--- src/rtl/bob_retire_pkg.sv ---
// Shared constants and types for the branch order buffer retire path.
package bob_retire_pkg;
    localparam int BOB_COUNT   = 48;
    localparam int ADDR_WIDTH  = 6;
    localparam int BOB_WIDTH   = 40;
    localparam int DATA_WIDTH  = BOB_WIDTH;
    localparam int BOB_MIS_BIT = BOB_WIDTH - 1;

    typedef struct packed {
        logic                  en;
        logic [ADDR_WIDTH-1:0] addr;
        logic                  mis;
    } wb_port_t;

    function automatic logic addr_ok(input logic [ADDR_WIDTH-1:0] a);
        return a < ADDR_WIDTH'(BOB_COUNT);
    endfunction
endpackage

--- src/rtl/bob_done_tbl.sv ---
// Per-entry done/mispredict bitmaps with two set ports, one clear port and flash clear.
module bob_done_tbl
    import bob_retire_pkg::*;
(
    input  logic                  clk,
    input  logic                  rst,
    input  logic                  flash_clr,
    input  wb_port_t              set0,
    input  wb_port_t              set1,
    input  logic                  clr_en,
    input  logic [ADDR_WIDTH-1:0] clr_addr,
    output logic [BOB_COUNT-1:0]  done_vec,
    output logic [BOB_COUNT-1:0]  mis_vec
);
    logic [BOB_COUNT-1:0] done_r;
    logic [BOB_COUNT-1:0] mis_r;
    logic [BOB_COUNT-1:0] set_s;
    logic [BOB_COUNT-1:0] set_mis_s;

    // Decode both writeback ports; same-entry hits OR their mispredict flags.
    always_comb begin
        set_s     = '0;
        set_mis_s = '0;
        for (int i = 0; i < BOB_COUNT; i++) begin
            set_s[i]     = (set0.en && set0.addr == ADDR_WIDTH'(i)) ||
                           (set1.en && set1.addr == ADDR_WIDTH'(i));
            set_mis_s[i] = (set0.en && set0.addr == ADDR_WIDTH'(i) && set0.mis) ||
                           (set1.en && set1.addr == ADDR_WIDTH'(i) && set1.mis);
        end
    end

    // Flash clear beats retire clear, which beats writeback set.
    always_ff @(posedge clk) begin
        if (rst || flash_clr) begin
            done_r <= '0;
            mis_r  <= '0;
        end else begin
            for (int i = 0; i < BOB_COUNT; i++) begin
                if (clr_en && clr_addr == ADDR_WIDTH'(i)) begin
                    done_r[i] <= 1'b0;
                    mis_r[i]  <= 1'b0;
                end else if (set_s[i]) begin
                    done_r[i] <= 1'b1;
                    mis_r[i]  <= set_mis_s[i];
                end else begin
                    done_r[i] <= done_r[i];
                    mis_r[i]  <= mis_r[i];
                end
            end
        end
    end

    assign done_vec = done_r;
    assign mis_vec  = mis_r;
endmodule

--- src/rtl/bob_retire_chk.sv ---
// Protocol checks for the retire path: no writeback may target the head being retired.
module bob_retire_chk
    import bob_retire_pkg::*;
(
    input logic                  clk,
    input logic                  rst,
    input logic                  go,
    input logic [ADDR_WIDTH-1:0] retire_addr,
    input logic                  done0_en,
    input logic [ADDR_WIDTH-1:0] done0_addr,
    input logic                  done1_en,
    input logic [ADDR_WIDTH-1:0] done1_addr
);
    // A completed head cannot legally be written back again in its retire cycle.
    always @(posedge clk) begin
        if (!rst && go) begin
            assert (!((done0_en && done0_addr == retire_addr) ||
                      (done1_en && done1_addr == retire_addr)))
            else $error("bob_retire_chk: writeback to head during retire, addr %0d", retire_addr);
        end
    end
endmodule

--- src/rtl/bob_retire.sv ---
// In-order retire reader for the branch order buffer: issues head reads, presents
// retired entries one cycle later and raises flush on a retired mispredict.
module bob_retire
    import bob_retire_pkg::*;
(
    input  logic                  clk,
    input  logic                  rst,
    input  logic                  except_in,
    input  logic                  hasRetire,
    input  logic [ADDR_WIDTH-1:0] retire_addr,
    output logic                  doRetire,
    output logic                  ram_read_clkEn,
    output logic [ADDR_WIDTH-1:0] ram_read_addr,
    input  logic [DATA_WIDTH-1:0] ram_read_data,
    input  logic                  done0_en,
    input  logic [ADDR_WIDTH-1:0] done0_addr,
    input  logic                  done0_mispred,
    input  logic                  done1_en,
    input  logic [ADDR_WIDTH-1:0] done1_addr,
    input  logic                  done1_mispred,
    input  logic                  ret_stall,
    output logic                  ret_valid,
    output logic [ADDR_WIDTH-1:0] ret_addr,
    output logic [DATA_WIDTH-1:0] ret_data,
    output logic                  ret_mispred,
    output logic                  flush
);
    logic [BOB_COUNT-1:0]  done_vec_s;
    logic [BOB_COUNT-1:0]  mis_vec_s;
    logic                  done_head_s;
    logic                  mis_head_s;
    logic                  kill_s;
    logic                  go_s;
    logic                  s1_valid_r;
    logic [ADDR_WIDTH-1:0] s1_addr_r;
    logic                  s1_mis_r;

    bob_done_tbl u_tbl (
        .clk      (clk),
        .rst      (rst),
        .flash_clr(kill_s),
        .set0     ('{en: done0_en, addr: done0_addr, mis: done0_mispred}),
        .set1     ('{en: done1_en, addr: done1_addr, mis: done1_mispred}),
        .clr_en   (go_s),
        .clr_addr (retire_addr),
        .done_vec (done_vec_s),
        .mis_vec  (mis_vec_s)
    );

    bob_retire_chk u_chk (
        .clk        (clk),
        .rst        (rst),
        .go         (go_s),
        .retire_addr(retire_addr),
        .done0_en   (done0_en),
        .done0_addr (done0_addr),
        .done1_en   (done1_en),
        .done1_addr (done1_addr)
    );

    // Look up the head entry's status; out-of-range heads are never done.
    always_comb begin
        done_head_s = 1'b0;
        mis_head_s  = 1'b0;
        if (addr_ok(retire_addr)) begin
            done_head_s = done_vec_s[retire_addr];
            mis_head_s  = mis_vec_s[retire_addr];
        end else begin
            done_head_s = 1'b0;
            mis_head_s  = 1'b0;
        end
    end

    assign flush          = s1_valid_r & s1_mis_r;
    assign kill_s         = flush | except_in;
    assign go_s           = hasRetire & done_head_s & ~ret_stall & ~kill_s;
    assign doRetire       = go_s;
    assign ram_read_clkEn = go_s;
    assign ram_read_addr  = retire_addr;

    // Stage-1 register: valid for exactly one cycle per issued retire.
    always_ff @(posedge clk) begin
        if (rst) begin
            s1_valid_r <= 1'b0;
            s1_addr_r  <= '0;
            s1_mis_r   <= 1'b0;
        end else if (go_s) begin
            s1_valid_r <= 1'b1;
            s1_addr_r  <= retire_addr;
            s1_mis_r   <= mis_head_s;
        end else begin
            s1_valid_r <= 1'b0;
            s1_addr_r  <= s1_addr_r;
            s1_mis_r   <= s1_mis_r;
        end
    end

    assign ret_valid   = s1_valid_r;
    assign ret_addr    = s1_addr_r;
    assign ret_mispred = s1_mis_r;
    assign ret_data    = s1_valid_r ? ram_read_data : '0;
endmodule

--- config.mk ---
export PLATFORM = sky130hd
export DESIGN_NAME = bob_retire
export DESIGN_NICKNAME = d
export VERILOG_FILES = /design/src/rtl/bob_retire_pkg.sv /design/src/rtl/bob_done_tbl.sv /design/src/rtl/bob_retire_chk.sv /design/src/rtl/bob_retire.sv
export SDC_FILE = /design/constraint.sdc
export NUM_CORES = 1
export LEC_CHECK = 0
export BUFFER_PORTS_ARGS = -buffer_cell sky130_fd_sc_hd__buf_2
export CELL_PAD_IN_SITES_DETAIL_PLACEMENT = 0
export CELL_PAD_IN_SITES_GLOBAL_PLACEMENT = 2
export CORE_AREA = 2 2 101 201
export CTS_BUF_LIST = sky130_fd_sc_hd__clkbuf_4
export CTS_CLUSTER_DIAMETER = 200
export CTS_CLUSTER_SIZE = 25
export DETAILED_ROUTE_END_ITERATION = 12
export DIE_AREA = 0 0 103 203
export MAX_ROUTING_LAYER = met4
export PLACE_DENSITY = 0.91
export SLEW_MARGIN = 20
export SYNTH_ARGS = -nofsm -noshare
export SYNTH_HDL_FRONTEND = slang
export SYNTH_HIERARCHICAL = 1
export SYNTH_SLANG_ARGS = --single-unit
--- constraint.sdc ---
create_clock -name clk -period 3.8 [get_ports clk]
set_clock_uncertainty 0.05 [all_clocks]
set_input_delay 0.76 -clock clk [delete_from_list [all_inputs] [get_ports clk]]
set_output_delay 0.76 -clock clk [all_outputs]
set_load 0.01 [all_outputs]
# Word-level counts from Yosys, hierarchy flattened
# Cells that the tools add are included.
# word_totals
regBits,104
wordCells,645
out_inout_bits,57
# op_classes
bitwise,7
mux,8
n_eq_ne,141
magnitude_cmp,2
n_reduce_logical,388
# ops
cell,n
$eq A6 B5 Y1 const B,48
$eq A6 B6 Y1 const B,48
$logic_and A1 B1 Y1,240
$eq A6 B4 Y1 const B,24
$logic_or A1 B1 Y1,97
$reduce_or A2 Y1,48
$eq A6 B3 Y1 const B,12
$mux W40,1
$eq A6 B2 Y1 const B,6
$eq A6 B1 Y1 const B,3
$logic_not A6 Y1,3
$bmux W1 S6,2
$lt A6 B7 Y1 const B,1
$lt A6 B6 Y1 const B,1
$mux W1,5
$and A1 B1 Y1,4
$not A1 Y1,2
$or A1 B1 Y1,1

# Longest topological paths before layout
# Gate-level depths: netlist (run 1).
# depth
depth_word,8
depth_mapped,11

# Cells and area by module
# The synthesis (run 1) kept the hierarchy.
# by_module_without_submodules
mod,cells_each,n_inst,seq_area_each_um2,area_each_um2
bob_done_tbl,562,1,1921.8,5347.6
bob_retire,163,1,160.2,1532.7

# Least setup slack after synthesis (run 1)
# No wires, ideal clock.
# synth_timing
path_kind,input to register
start,in except_in
end,reg u_tbl.done_r[13] (netlist: u_tbl/done_vec[13])
path_stages,8
t_required_ns,3.635
t_arrival_ns,3.258
slack_ns,0.376
n_path_buf,0
path_cell_list,a21o_1 or4b_4 nor4_2 a31oi_1 a211oi_4 or3b_2 o21ai_0 o21ba_2
# synth_between
elab_chain_len,5
# synth_rtl
element,line,text
"start, declared",bob_retire.sv:8,"input logic except_in,"
$or A1 B1 Y1,bob_retire.sv:75,assign kill_s = flush | except_in;
$not A1 Y1,bob_retire.sv:76,assign go_s = hasRetire & done_head_s & ~ret_stall & ~kill_s;
$and A1 B1 Y1,bob_retire.sv:76,
via doRetire,bob_retire.sv:11,"output logic doRetire,"
$logic_and A1 B1 Y1,bob_done_tbl.sv:39,if (clr_en && clr_addr == ADDR_WIDTH'(i)) begin
$reduce_or A2 Y1 (no line),-,
"end signal, assigned by index",bob_done_tbl.sv:46,done_r[i] <= done_r[i];
"end, declared",bob_done_tbl.sv:15,logic [BOB_COUNT-1:0] done_r;
# The timed path passes the listed nets, and every way through them passes these cells.
# A chain may end at the register's enable or synchronous reset.

# Worst setup path in the final report (run 1)
# layout_timing
start,in retire_addr[0]
end,out ram_read_clkEn
# layout_between
elab_chain_len,6
# layout_rtl
element,line,text
"start, declared",bob_retire.sv:10,"input logic [ADDR_WIDTH-1:0] retire_addr,"
$bmux W1 S6,bob_retire.sv:66,done_head_s = done_vec_s[retire_addr];
$mux W1 (implied by the code),bob_retire.sv:66,
$mux W1 (*),bob_retire.sv:65,if (addr_ok(retire_addr)) begin
$and A1 B1 Y1 (*) (3 in series),bob_retire.sv:76,
"end, declared",bob_retire.sv:12,"output logic ram_read_clkEn,"
# Mark *: on every way between the ends. The rest lies on a longest branch, timed or not. The select of a mux whose other input is x is not followed.

==> metrics, run 1 <==
status=completed; Least-Margin Pin Slew=1.17 ns; CTS buffer count=9; RSZ-0062 raised after global routing=no; number of global-route vias before repair=6489; hold_buf cts=0; CP Launch Type=primary input; DR vias/cell=6.50; hold path start=ret_addr[4]; Post-synth top cells=dfxtp_1, a21oi_1, o221ai_1; fin nets=856; minimum clock period=3.55 ns; HPWL after detailed placement=19.3 mm; gpl congestion=0.960; worst slack, placed=0.210 ns; Max VDD drop=0.150 mV; Min-Delay Endpoint=ret_addr[4]; GRT Total Usage=27.7%; Setup TNS=0 ns; Syn Nets=792; Vias=6851; most common cell in the netlist=dfxtp_1; initial antenna violation count=2; critical path required time=2.99 ns; TritonCTS clock tree=yes; Die W=103 um; max_cap viols=0; Syn. warnings=6; layout cell share with drive strength beyond 1=30.2%; met1 Use GR=29.8%; Cell Area, Synth=0.00688 mm2; Unique masters post-synth=61; DIE AREA=0.0209 mm2; Yosys top cell area share=30.3%; initial DRC count=731; met3 usage=2.62%; ratio of final minimum period to clock period=93.5%; clock latency on the worst-skew pair=0.52 ns; Root Buffer=clkbuf_4; CP Max Fanout=22; Yosys top cell by area=dfxtp_1; async set-reset flop share out of synthesis=0%; post-route ant nets=0; Tightest Hold Check Type=flip-flop to flip-flop; Global Route met2 Usage=47.0%; global-route wire length before repair=41.2 mm; Detailed Route WL=28.5 mm; grt ovf=0; fin area=0.00775 mm2; Post-synth EDFFs=0; Core Area=0.0193 mm2; final hold vios=0; CP Capture Type=primary output; WP data arrival=2.74 ns; largest net degree at the start of global routing=43; Sink Count=104; DRC violation count after routing=0; Seq/Total Area, Yosys=30.3%; starting density of the core=35.7%; clock slew seen by the registers of the worst setup and hold paths=0.16 ns; static leakage=2.66 nW; top_reg_cell synth=dfxtp_1; R2R setup slack=0.72 ns; Syn-to-layout area delta=12.6%; largest cells by area after synthesis=dfxtp_1, mux4_2, o221ai_1; hold path depth=2; Placement Cell Area=0.00758 mm2; fin worst setup slack=0.248 ns; clk buf depth=2; fin util=40.2%; reg-to-reg startpoint=ret_mispred; syn_area_per_cell=9.49 um2; CTS H-Tree Depth=3; Die Height=203 um; R2R depth=9; Setup Viol. Count Final=0; Crit Path Class=primary input to primary output; Seq cells post-synth=104; FMAX=282 MHz; max_slew headroom=21.7%; drt wl/cell=27.0 um; Worst R2R End=u_tbl/done_vec[13]; port bufs=123; Final Slew Violations=0; Post-CTS Setup Bufs=0; Top Usage Layer GRT=met2; cell count after synthesis=725; TritonRoute pass-1 iters=5; row count=72; post-CTS resize count=0; Pwr per Cell Area=278 mW/mm2; I/O pins=124
## critical path, stage by stage
cell and delay, ns:
buf_2 0.44, mux4_2 0.59, mux2_2 0.28, a21oi_1 0.26
a211oi_4 0.08, buf_12 0.18, buf_2 0.14
## flip-flops by register name, indices dropped and copies added, names as in the netlist
name and flops:
ret_valid 1, u_tbl/done_vec 48, u_tbl/mis_vec 48, ret_addr 6, ret_mispred 1
## power breakdown
| part | switching [W] | internal [W] |
|---|---|---|
| Clock | 0.000426 | 0.000273 |
| Sequential | 0.00000521 | 0.00110 |
| Combinational | 0.000229 | 0.000126 |
## worst max-delay path by stage
stage / startpoint / depth (start not counted) / to
finish: retire_addr[0] / 7 / ram_read_clkEn
global route: retire_addr[0] / 9 / doRetire
CTS: retire_addr[0] / 7 / doRetire
detailed placement: retire_addr[0] / 11 / u_tbl/done_vec[13]
global placement: except_in / 10 / u_tbl/done_vec[13]
floorplan: except_in / 8 / u_tbl/done_vec[13]
## kinds of logic after synthesis
kind of cell / count (synthesis) / synth area share (%)
AO/OA/AOI/OAI: 307 / 32.0
AND/OR/NAND/NOR: 177 / 21.7
multiplexers: 36 / 8.97
flip-flops: 104 / 30.3
buffers and inverters: 101 / 7.11
## final cells by class
| cell class | instances | area [um2] |
|---|---|---|
| tap | 259 | 324 |
| timing repair buffer | 151 | 838 |
| clock inverter | 7 | 103 |
| inverter | 3 | 11.3 |
| sequential | 104 | 2080 |
| clock buffer | 9 | 67.6 |
| antenna | 1 | 2.50 |
| multi-input combinational | 520 | 4320 |
| fill | 1970 | 11500 |
## placed cells by master (no fill, tap or decap), types with 15 or more instances in the layout
cell type,count
o21ai_0,18
o22ai_1,47
a21oi_1,50
and2_1,41
buf_2,123
and4bb_2,15
mux4_2,20
o21a_1,33
buf_4,27
dfxtp_1,104
a22oi_1,48
a21boi_1,33
o221ai_1,49
## through the flow
stage          cells  power [W]  hold WS (ns)
3_3_place_gp    1037    0.00147         0.410
2_1_floorplan    725    0.00134         0.383
6_report        1054    0.00216         0.435
5_1_grt         1054    0.00222         0.449
3_5_place_dp    1037    0.00147         0.411
4_1_cts         1053    0.00215         0.439
## metal layers
layer,share of wire (%),up-vias
met3,5.0,105
met4,7.5,0
met5,0,-
met1,35,3415
met2,53,303
li1,-,3028
(Power assumes the default switching activity.)
==> run 2, diff against run 1 <==
--- a/config.mk
+++ b/config.mk
@@ -5,17 +5,18 @@
 export SDC_FILE = /design/constraint.sdc
 export NUM_CORES = 1
 export LEC_CHECK = 0
+export ABC_AREA = 1
 export BUFFER_PORTS_ARGS = -buffer_cell sky130_fd_sc_hd__buf_2
 export CELL_PAD_IN_SITES_DETAIL_PLACEMENT = 0
 export CELL_PAD_IN_SITES_GLOBAL_PLACEMENT = 2
-export CORE_AREA = 2 2 101 201
+export CORE_AREA = 2 2 112 222
 export CTS_BUF_LIST = sky130_fd_sc_hd__clkbuf_4
 export CTS_CLUSTER_DIAMETER = 200
 export CTS_CLUSTER_SIZE = 25
 export DETAILED_ROUTE_END_ITERATION = 12
-export DIE_AREA = 0 0 103 203
+export DIE_AREA = 0 0 114 224
 export MAX_ROUTING_LAYER = met4
-export PLACE_DENSITY = 0.91
+export PLACE_DENSITY = 0.9
 export SLEW_MARGIN = 20
 export SYNTH_ARGS = -nofsm -noshare
 export SYNTH_HDL_FRONTEND = slang
==> run 2 against run 1 <==
  * Combinational power increased by 5%
  * Sequential share of layout area fell by 0.45 points
  * Setup slack improved by 0.23 ns
  * Via count increased by 17%
  * First-iteration DRC count decreased by 24%
  * Die area rose by 22%
  * Total power decreased by 6.9%
  * Maximum frequency up 6.8%
  * Non-clock buffer count down 11
  * Largest cell class unchanged
  * Core utilization shrank 7.1 points
  * Global-route usage shrank 5.0 points
==> metrics, run 2 <==
post-route ant nets=0; fin nets=1354; Vias=7986; Setup Viol. Count Final=0; sw frac=33.5%; wl on met1=10.2 mm; initial DRC count=558; critical path required time=2.99 ns; HPWL after detailed placement=20.1 mm; FMAX=301 MHz; RSZ-0062 raised after global routing=no; Detailed Route WL=28.1 mm; syn_area_per_cell=5.88 um2; Final Power=0.00201 W; Die Height=224 um; Unique masters post-synth=28; Post-CTS Setup Bufs=0; TritonCTS clock tree=yes; Seq cells post-synth=104; worst hold slack=0.408 ns; Top Layer Used=met4; R2R setup slack=1.26 ns; CTS H-Tree Depth=3; internal power=0.00133 W; minimum clock period=3.33 ns; post-route insts no fill=1579; Setup TNS=0 ns; post-CTS resize count=0; layout cell share with drive strength beyond 1=14.1%; DRC violation count after routing=0; cell count after synthesis=1200; port bufs=123; WP data arrival=2.52 ns; Die W=114 um; max_slew headroom=24.9%; ratio of final minimum period to clock period=87.5%; fin area=0.00788 mm2; number of global-route vias before repair=7535; metal3 WL=1.42 mm; Yosys top cell by area=dfxtp_1; status=completed; most frequent cells in the layout=nand2_1, nand3_1, inv_1, buf_2, nor2_1; CP Max Fanout=16; initial antenna violation count=1; largest cells by area after synthesis=dfxtp_1, nand2_1, nand3_1; GRT Total Usage=22.7%; Post-synth EDFFs=0; DR WL met2=15.0 mm; starting density of the core=29.6%; TritonRoute pass-1 iters=5; most common cell in the netlist=nand2_1; most common cell after layout, fill and taps aside=nand2_1; Placed Cells=1563; Max VDD drop=0.104 mV; gpl congestion=0.921; Comb power frac=18.6%; Syn. warnings=6; largest net degree at the start of global routing=49; Core Area=0.0238 mm2; DR vias/cell=5.06; clk buf depth=2; row count=80; static leakage=4.36 nW; CTS buffer count=9; Cell Area, Synth=0.00705 mm2; drt wl/cell=17.8 um; Pwr per Cell Area=255 mW/mm2; Syn Nets=1267; Post-synth top cells=nand2_1, nand3_1, inv_1; Yosys top cell area share=29.5%; Root Buffer=clkbuf_4; grt ovf=0; sequential share of power=54.9%; final hold vios=0; async set-reset flop share out of synthesis=0%; Least-Margin Pin Slew=1.13 ns; clock latency on the worst-skew pair=0.54 ns; Crit Path Class=primary input to primary output; Placement Cell Area=0.00778 mm2; I/O pins=124; global-route wire length before repair=42.2 mm; DIE AREA=0.0255 mm2; Seq/Total Area, Yosys=29.5%; Sink Count=104; CP Capture Type=primary output; top_reg_cell synth=dfxtp_1; Psw=0.000674 W; hold_buf cts=0; CP Launch Type=primary input; Tightest Hold Check Type=primary input to flip-flop; Syn-to-layout area delta=11.8%; clock slew seen by the registers of the worst setup and hold paths=0.16 ns; max_cap viols=0; Clk pwr share=26.5%; Final Slew Violations=0
## run 2: changes by cell type after synthesis, sizes merged, moves of 49 or more
cell | previous run | this run
nor2 | 4 | 126
inv | 2 | 181
nand3 | 1 | 186
o22ai | 49 | 0
nand2 | 5 | 366
## run 2: power by group through the flow
stage               registers [W]  logic [W]  clock network (W)
floorplan                 0.00113   0.000223                  0
global placement          0.00113   0.000369                  0
finish                    0.00110   0.000374           0.000532
detailed placement        0.00113   0.000369                  0
global route              0.00110   0.000404           0.000586
CTS                       0.00110   0.000371           0.000553
## run 2: cell families (layout without fill, tap and decap cells)
| kind of cell | count (synthesis) | count (layout) | synth area share [%] |
|---|---|---|---|
| flip-flops | 104 | 104 | 29.5 |
| other | 0 | 1 | 0 |
| buffers and inverters | 245 | 336 | 15.2 |
| AND/OR/NAND/NOR | 679 | 679 | 40.8 |
| AO/OA/AOI/OAI | 172 | 172 | 14.4 |
## run 2: cell type report
cell class	count	area (um2)
fill	2701	15900
multi-input combinational	851	3890
sequential	104	2080
timing repair buffer	140	756
inverter	181	687
tap	287	359
clock buffer	10	75.1
clock inverter	5	25.0
antenna	1	2.50
## run 2: worst max-delay path, cell delays in order
cell	delay (ns)
buf_2	0.11
inv_2	0.33
nand3_1	0.25
nand3_1	0.14
nand2_1	0.07
nand2_1	0.09
nand3_2	0.10
a21oi_4	0.24
nand2_4	0.10
inv_4	0.14
buf_2	0.16
## run 2: layer usage
| layer | track usage (%) | vias up |
|---|---|---|
| met1 | 22.7 | 3668 |
| li1 | - | 3937 |
| met3 | 2.84 | 70 |
| met2 | 41.5 | 311 |
| met5 | - | - |
| met4 | 12.9 | 0 |
## run 2: worst paths after layout
| path | start | cells past startpoint | end |
|---|---|---|---|
| max | retire_addr[1] | 11 | doRetire |
| min | rst | 2 | ret_addr[5] |
| max reg2reg | u_tbl/done_vec[45] | 15 | u_tbl/done_vec[25] |
| min reg2reg | u_tbl/done_vec[44] | 2 | u_tbl/done_vec[44] |
## run 2: metrics by stage
step / util, % / worst slack (ns)
2_1_floorplan: - / 1.04
3_3_place_gp: 32.7 / 0.401
3_5_place_dp: 32.7 / 0.435
4_1_cts: 33.1 / 0.509
5_1_grt: 33.1 / 0.323
6_report: 33.1 / 0.474
==> run 3, diff against run 2 <==
--- a/config.mk
+++ b/config.mk
@@ -6,7 +6,7 @@
 export NUM_CORES = 1
 export LEC_CHECK = 0
 export ABC_AREA = 1
-export BUFFER_PORTS_ARGS = -buffer_cell sky130_fd_sc_hd__buf_2
+export BUFFER_PORTS_ARGS = -buffer_cell sky130_fd_sc_hd__buf_4
 export CELL_PAD_IN_SITES_DETAIL_PLACEMENT = 0
 export CELL_PAD_IN_SITES_GLOBAL_PLACEMENT = 2
 export CORE_AREA = 2 2 112 222
@@ -15,6 +15,7 @@
 export CTS_CLUSTER_SIZE = 25
 export DETAILED_ROUTE_END_ITERATION = 12
 export DIE_AREA = 0 0 114 224
+export GPL_TIMING_DRIVEN = 0
 export MAX_ROUTING_LAYER = met4
 export PLACE_DENSITY = 0.9
 export SLEW_MARGIN = 20
==> run 3 against run 2 <==
  * Combinational power grew 21%
  * Register-to-register slack worse by 0.20 ns
  * Cell area up 7.1%
  * Sequential cell count did not move
  * First-iteration DRC count up 29%
  * Setup slack lost 0.28 ns
  * Via count increased by 4.1%
  * Die area unchanged
  * Critical path depth up 3
  * Clock power grew 15%
==> metrics, run 3 (synthesis results as in run 2) <==
status=completed; GRT Total Usage=27.7%; starting density of the core=29.6%; final hold vios=0; WP data arrival=2.80 ns; Die W=114 um; port bufs=121; static leakage=4.60 nW; worst slack, placed=0.0495 ns; initial antenna violation count=1; I/O pins=124; met1 Use GR=25.9%; Die Height=224 um; initial DRC count=722; Root Buffer=clkbuf_4; DR vias/cell=5.12; ratio of final minimum period to clock period=94.9%; RSZ-0062 raised after global routing=no; global-route wire length before repair=49.2 mm; TritonRoute pass-1 iters=5; most frequent cells in the layout=nand2_1, nand3_1, inv_1, buf_4, nor2_1; minimum clock period=3.61 ns; fin nets=1399; DRC violation count after routing=0; clock latency on the worst-skew pair=0.54 ns; post-route ant nets=0; FMAX=277 MHz; Syn-to-layout area delta=19.8%; Vias=8317; most common cell after layout, fill and taps aside=nand2_1; Top Usage Layer GRT=met2; CP Max Fanout=10; clock slew seen by the registers of the worst setup and hold paths=0.16 ns; CP Launch Type=primary input; Pwr per Cell Area=257 mW/mm2; gpl congestion=0.975; Tightest Hold Check Type=primary input to flip-flop; Least-Margin Pin Slew=1.12 ns; max_slew headroom=24.8%; critical path required time=2.99 ns; CTS H-Tree Depth=3; Crit Path Class=primary input to primary output; CP Capture Type=primary output; Sink Count=104; number of global-route vias before repair=8110; fin worst setup slack=0.193 ns; Final Slew Violations=0; grt ovf=0; Setup Viol. Count Final=0; Core Area=0.0238 mm2; largest net degree at the start of global routing=16; TritonCTS clock tree=yes; drt wl/cell=21.3 um; Setup TNS=0 ns; DIE AREA=0.0255 mm2; fin area=0.00844 mm2; max_cap viols=0; HPWL after detailed placement=26.5 mm; Global Route met2 Usage=48.6%; Post-CTS Setup Bufs=0; CTS buffer count=9; Max VDD drop=0.133 mV; Placement Cell Area=0.00832 mm2; clk buf depth=2; Detailed Route WL=34.5 mm; met3 usage=3.49%; layout cell share with drive strength beyond 1=16.2%; row count=80
run 3: metrics by stage:
stage,power [W],util [%],cells,hold slack [ns]
3_3_place_gp,0.00157,34.9,1608,0.393
2_1_floorplan,0.00135,-,1200,0.377
6_report,0.00217,35.4,1623,0.358
3_5_place_dp,0.00157,34.9,1608,0.398
5_1_grt,0.00224,35.4,1623,0.351
4_1_cts,0.00218,35.4,1622,0.339
run 3: power breakdown:
part	total [W]	switching (W)	leakage, nW	internal (W)
Clock	0.000612	0.000413	0.0681	0.000199
Sequential	0.00110	0.00000410	0.838	0.00110
Combinational	0.000454	0.000308	3.69	0.000145
Total	0.00217	0.000726	4.60	0.00144
run 3: worst paths after layout:
check	start	endpoint	slack (ns)	cells past startpoint
worst max register to register	u_tbl/done_vec[12]	u_tbl/done_vec[11]	1.06	16
worst max-delay path	retire_addr[0]	ram_read_clkEn	0.19	14
worst min register to register	ret_addr[5]	ret_addr[5]	0.42	2
worst min-delay path	rst	ret_addr[5]	0.36	2
run 3: critical path, cell delays in order:
cell     delay (ns)
buf_4          0.12
buf_6          0.16
inv_6          0.08
buf_6          0.16
o21ai_0        0.40
nand3_1        0.13
nand3_1        0.17
nand3_1        0.09
nand2_1        0.09
nand2_2        0.13
nand2_4        0.14
inv_4          0.08
buf_4          0.13
buf_4          0.13
run 3: routing by layer:
| metal | vias up | routed length [um] | part of all wire, % |
|---|---|---|---|
| met5 | - | 0 | 0 |
| met1 | 3749 | 11700 | 34 |
| li1 | 4020 | - | - |
| met2 | 418 | 17200 | 50 |
| met3 | 130 | 2140 | 6.2 |
| met4 | 0 | 3450 | 10 |
run 3: repair_timing:
action	CTS	global route
setup endpoints to repair	0	1
hold buffers	0	0
endpoints found under the hold margin	0	0
resized for setup	0	2
run 3: layout make-up:
cell class | count | area [um2]
fillers | 2759 | 15400
multi-input cells | 851 | 3890
flip-flops and latches | 104 | 2080
repair buffers | 121 | 908
inverters | 181 | 687
plain buffers | 64 | 388
well taps | 287 | 359
clock buffers | 10 | 75.1
clock inverters | 4 | 47.5
diodes | 1 | 2.50
